$ cat src/rtl/y_stream_packer.sv
// Packs the serial detector output y into LSB-first WIDTH-bit words and
// presents each word with its population count on a valid/ready port.
module y_stream_packer #(
  parameter int WIDTH = 8,
  parameter int CNT_W = 4
) (
  input  logic             clk,
  input  logic             rst_n,
  input  logic             start,
  input  logic             stop,
  input  logic             bit_valid,
  input  logic             bit_in,
  output logic [WIDTH-1:0] word_out,
  output logic             word_valid,
  input  logic             word_ready,
  output logic [CNT_W-1:0] ones_cnt,
  output logic             busy,
  output logic             overflow
);

  localparam int IDX_W = $clog2(WIDTH);
  localparam logic [IDX_W-1:0] LAST_IDX = IDX_W'(WIDTH - 1);

  typedef enum logic [1:0] {
    IDLE    = 2'd0,
    COLLECT = 2'd1,
    HOLD    = 2'd2
  } state_t;

  state_t             state,      state_nx;
  logic [IDX_W-1:0]   idx,        idx_nx;
  logic [WIDTH-1:0]   partial,    partial_nx;
  logic [CNT_W-1:0]   run_cnt,    run_cnt_nx;
  logic [WIDTH-1:0]   word_nx;
  logic [CNT_W-1:0]   ones_nx;
  logic               valid_nx;
  logic               overflow_nx;
  logic               stop_pend,  stop_pend_nx;

  // Partial word and running count as they would look with bit_in accepted.
  logic [WIDTH-1:0]   partial_ins;
  logic [CNT_W-1:0]   cnt_ins;

  // NOTE: every signal assigned in an always_comb gets a default on entry;
  // a path that skips an assignment would otherwise infer a latch.
  always_comb begin
    partial_ins      = partial;
    partial_ins[idx] = bit_in;
    cnt_ins          = run_cnt + CNT_W'(bit_in);

    state_nx     = state;
    idx_nx       = idx;
    partial_nx   = partial;
    run_cnt_nx   = run_cnt;
    word_nx      = word_out;
    ones_nx      = ones_cnt;
    valid_nx     = word_valid;
    overflow_nx  = overflow;
    stop_pend_nx = stop_pend;

    unique case (state)
      IDLE: begin
        if (start) begin
          state_nx    = COLLECT;
          idx_nx      = '0;
          partial_nx  = '0;
          run_cnt_nx  = '0;
          overflow_nx = 1'b0;
        end
      end

      COLLECT: begin
        if (stop) begin
          state_nx   = IDLE;
          idx_nx     = '0;
          partial_nx = '0;
          run_cnt_nx = '0;
        end else if (start) begin
          // Restart drops the partial word and this cycle's bit.
          idx_nx      = '0;
          partial_nx  = '0;
          run_cnt_nx  = '0;
          overflow_nx = 1'b0;
        end else if (bit_valid) begin
          if (idx == LAST_IDX) begin
            word_nx      = partial_ins;
            ones_nx      = cnt_ins;
            valid_nx     = 1'b1;
            idx_nx       = '0;
            partial_nx   = '0;
            run_cnt_nx   = '0;
            stop_pend_nx = 1'b0;
            state_nx     = HOLD;
          end else begin
            partial_nx = partial_ins;
            run_cnt_nx = cnt_ins;
            idx_nx     = idx + 1'b1;
          end
        end
      end

      HOLD: begin
        if (word_ready) begin
          valid_nx     = 1'b0;
          stop_pend_nx = 1'b0;
          if (stop_pend || stop) begin
            state_nx = IDLE;
          end else begin
            state_nx = COLLECT;
            // Zero-bubble: a bit arriving with the handshake opens the next word.
            if (bit_valid) begin
              partial_nx = {{(WIDTH-1){1'b0}}, bit_in};
              run_cnt_nx = CNT_W'(bit_in);
              idx_nx     = IDX_W'(1);
            end
          end
        end else begin
          if (stop) stop_pend_nx = 1'b1;
          if (bit_valid) overflow_nx = 1'b1;
        end
      end

      default: begin
        state_nx = IDLE;
      end
    endcase
  end

  // NOTE: sequential state uses non-blocking assignments so every register
  // samples the pre-edge value of the others, independent of statement order.
  always_ff @(posedge clk or negedge rst_n) begin
    if (!rst_n) begin
      state      <= IDLE;
      idx        <= '0;
      partial    <= '0;
      run_cnt    <= '0;
      word_out   <= '0;
      ones_cnt   <= '0;
      word_valid <= 1'b0;
      overflow   <= 1'b0;
      stop_pend  <= 1'b0;
      busy       <= 1'b0;
    end else begin
      state      <= state_nx;
      idx        <= idx_nx;
      partial    <= partial_nx;
      run_cnt    <= run_cnt_nx;
      word_out   <= word_nx;
      ones_cnt   <= ones_nx;
      word_valid <= valid_nx;
      overflow   <= overflow_nx;
      stop_pend  <= stop_pend_nx;
      busy       <= (state_nx != IDLE);
    end
  end

endmodule

$ cat config.mk
export PLATFORM = sky130hd
export DESIGN_NAME = y_stream_packer
export DESIGN_NICKNAME = d
export VERILOG_FILES = /design/src/rtl/y_stream_packer.sv
export SDC_FILE = /design/constraint.sdc
export NUM_CORES = 1
export LEC_CHECK = 0
export CORE_ASPECT_RATIO = 0.75
export CORE_MARGIN = 3
export CORE_UTILIZATION = 55
export CTS_BUF_LIST = sky130_fd_sc_hd__clkbuf_4 sky130_fd_sc_hd__clkbuf_8
export DETAILED_ROUTE_END_ITERATION = 12
export GPL_ROUTABILITY_DRIVEN = 0
export PLACE_DENSITY = 0.79
export SLEW_MARGIN = 5
export SYNTH_ARGS = -nofsm -noshare
export SYNTH_HDL_FRONTEND = slang
export SYNTH_SLANG_ARGS = --single-unit
$ cat constraint.sdc
create_clock -name clk -period 2.8 [get_ports clk]
set_clock_uncertainty 0.2 [all_clocks]
set_input_delay 0.56 -clock clk [delete_from_list [all_inputs] [get_ports clk]]
set_output_delay 0.56 -clock clk [all_outputs]
set_load 0.02 [all_outputs]
==> results.md <==
- Crit path arrival time: around 2.4 ns
- # resized after CTS: 0
- Pwr dens: ~560 mW/mm^2
- Grt ovf: 0
- # nets final: about 210
- I/O Pins: 22
- Run status: finished clean
- Buffers on Ports: 21
- Syn Inst Count: 162
- CP Class: input pin to flip-flop
- Seq/Total Area, Yosys: ~47%
- Design Power: around 1200 uW
- Clk sinks: 33
- Final TNS setup: 0 ns
- CTS Buf Count: 5
- Detail-routed via count per cell: between 5 and 6
- Max Cap Viol: 0
- Vias after detailed routing: roughly 1,300
- First-pass GRT wire length: slightly above 6000 microns
- Hold Violations, Final: 0
- Tcrit/Tclk final: between 80% and 90%
- RSZ-0062 raised after global routing: false
- Post CTS Setup Buffer Count: 0
- Vias in the first global route: about 1,300
- Dpl hpwl: between 2000 and 3000 microns
- Top_reg_cell synth: dfrtp_1
- Leakage: a little under 0.001 uW
- Max Fclk: between 400 and 500 MHz
- GRT Overall Usage: between 20% and 30%
- Clock Pin Slew Worst Setup and Hold Paths: roughly 0.070 ns
- First-pass DRT Iterations: 4
- CTS Root Cell: clkbuf_8
- Area grow syn2layout: 21.9%
- Number of fillers in the final layout: around 230
- Clock Tree Buf Depth: 2
- Post-synth EDFFs: 0
- Max_slew headroom: 72.5%
- Full die area: approximately 0.0039 sq mm
- Clock latency on the worst-skew pair: roughly 0.29 ns
- Die height: between 50 and 60 microns
- Period minus WS final: ~2.4 ns
- Yosys reg bits: 33
- DRC Markers: 0
- Core area: between 0.002 and 0.003 sq mm
- Avg Inst Size Synth: approximately 11 sq um
- WL per Instance: 15.7 microns
- Number of inserted diodes: 0
- Wirelength, routed: roughly 3600 microns
- Iter 0 DRT Violations: 58
- DIE WIDTH: ~70 microns
- Slew @ Worst Pin: between 0.4 and 0.5 ns
- Initial Utilization: about three fifths
- CP Capture Type: flip-flop
- Final Setup Violations: 0
- VDD IR max: roughly 420 uV
- Hold buffer count at cts: 0
- Post-synthesis async set-or-reset flop share: 100%
- Std-Cell Rows: 17
- Most frequent cells in the layout: dfrtp_1, clkdlybuf4s50_1, nand2_1, o21ai_0
- Syn nets: between 150 and 200
- Share of layout cells above drive strength 1: between 10% and 20%
- Largest net degree at the start of global routing: 34
- CTS tree: built
- Antenna violations before repair: 0
- Class of the worst hold path: flip-flop to flip-flop
- Distinct cells, synth: a little over 40
- CP Max Fanout: 10
- CTS H-tree depth: 2
- Worst path required time: roughly 2.8 ns
- Netlist Area Pre-Place: 0.00174 sq mm
- Crit start category: input pin
- DRT antenna net count: 0
- Slew Limit Fails: 0
- Most common cell after layout, fill and taps aside: dfrtp_1
- Synth warn: 0
==> cell usage after synthesis (2+ instances only) <==
| master | count | area, sq um |
|---|---|---|
| nand3_1 | 7 | 35.0 |
| nand3b_1 | 2 | 15.0 |
| ha_1 | 8 | 100 |
| mux2_4 | 2 | 30.0 |
| nand2_1 | 16 | 60.1 |
| mux2i_1 | 9 | 90.1 |
| nor3b_1 | 3 | 22.5 |
| o31a_1 | 2 | 17.5 |
| nor2b_1 | 4 | 25.0 |
| nor2_1 | 6 | 22.5 |
| nor3_1 | 2 | 10.0 |
| or3b_2 | 2 | 17.5 |
| o21ai_0 | 16 | 80.1 |
| a21oi_1 | 3 | 15.0 |
| dfrtp_1 | 33 | 826 |
| o2bb2ai_1 | 11 | 96.3 |
| nand2b_1 | 2 | 12.5 |
| inv_1 | 5 | 18.8 |
| a21boi_0 | 2 | 15.0 |
| clkbuf_1 | 6 | 22.5 |
==> state kept, by name, summed over array words and instances, names as in the netlist <==
register,flops
partial,8
word_out,8
ones_cnt,4
run_cnt,4
idx,3
state,2
busy,1
overflow,1
stop_pend,1
word_valid,1
==> power by group <==
part | total [uW] | switching (uW) | internal [uW] | leakage, uW
sequential | 521 | 22.1 | 499 | 0.000451
combinational | 312 | 169 | 144 | 0.000469
clock | 349 | 168 | 182 | 0.0000484
==> cells by family after synthesis <==
family	Yosys count	synth area share (%)
AOI/OAI and AO/OA	43	18.1
xor gates and xnor gates	2	1.01
adders and majority gates	8	5.76
buffers and inverters	14	3.67
DFF	33	47.5
muxes	12	7.55
and+or+nand+nor	50	16.4
==> area by class of cell <==
cell class                      count  area, sq um  area share [%]
Inverter                            5         18.8           0.885
Sequential cell                    33          826            38.9
Clock buffer                        6         76.3            3.60
Timing Repair Buffer               32          293            13.8
Clock inverter                      2         10.0           0.472
Multi-Input combinational cell    115          850            40.1
Tap cell                           38         47.5            2.24
==> worst paths after layout <==
check,slack [ns],startpoint,cells after the start,end
max reg2reg,0.48,state[0],7,run_cnt[1]
max,0.37,bit_valid,6,run_cnt[1]
min,0.28,word_out[7],2,word_out[7]
max in group asynchronous,1.63,rst_n,2,word_out[7]
min reg2reg,0.28,word_out[7],2,word_out[7]
min in group asynchronous,0.47,rst_n,2,state[0]
==> metal layers <==
layer  part of all wire (%)  global-route usage [%]
met4                    1.2                    7.81
met5                      0                       0
met3                    5.1                    8.26
met2                     43                    34.2
met1                     50                    26.1
==> stage by stage <==
step | util [%] | hold slack, ns | cells | setup slack [ns] | area, sq um
6_report | 71.2 | 0.276 | 231 | 0.371 | 2120
5_1_grt | 71.2 | 0.311 | 231 | 0.286 | 2120
4_1_cts | 71.2 | 0.286 | 231 | 0.369 | 2120
3_5_place_dp | 68.3 | 0.271 | 223 | 0.0535 | 2030
3_3_place_gp | 68.3 | 0.263 | 223 | 0.123 | 2030
2_1_floorplan | - | 0.0644 | 162 | 0.432 | 1740
==> worst max-delay path, cell delays in order <==
cell	delay, ns
clkdlybuf4s50_1	0.48
or3b_4	0.39
a2111oi_4	0.42
buf_4	0.21
nand4_4	0.18
o2bb2ai_1	0.20
Power figures use the tool's default switching activity.
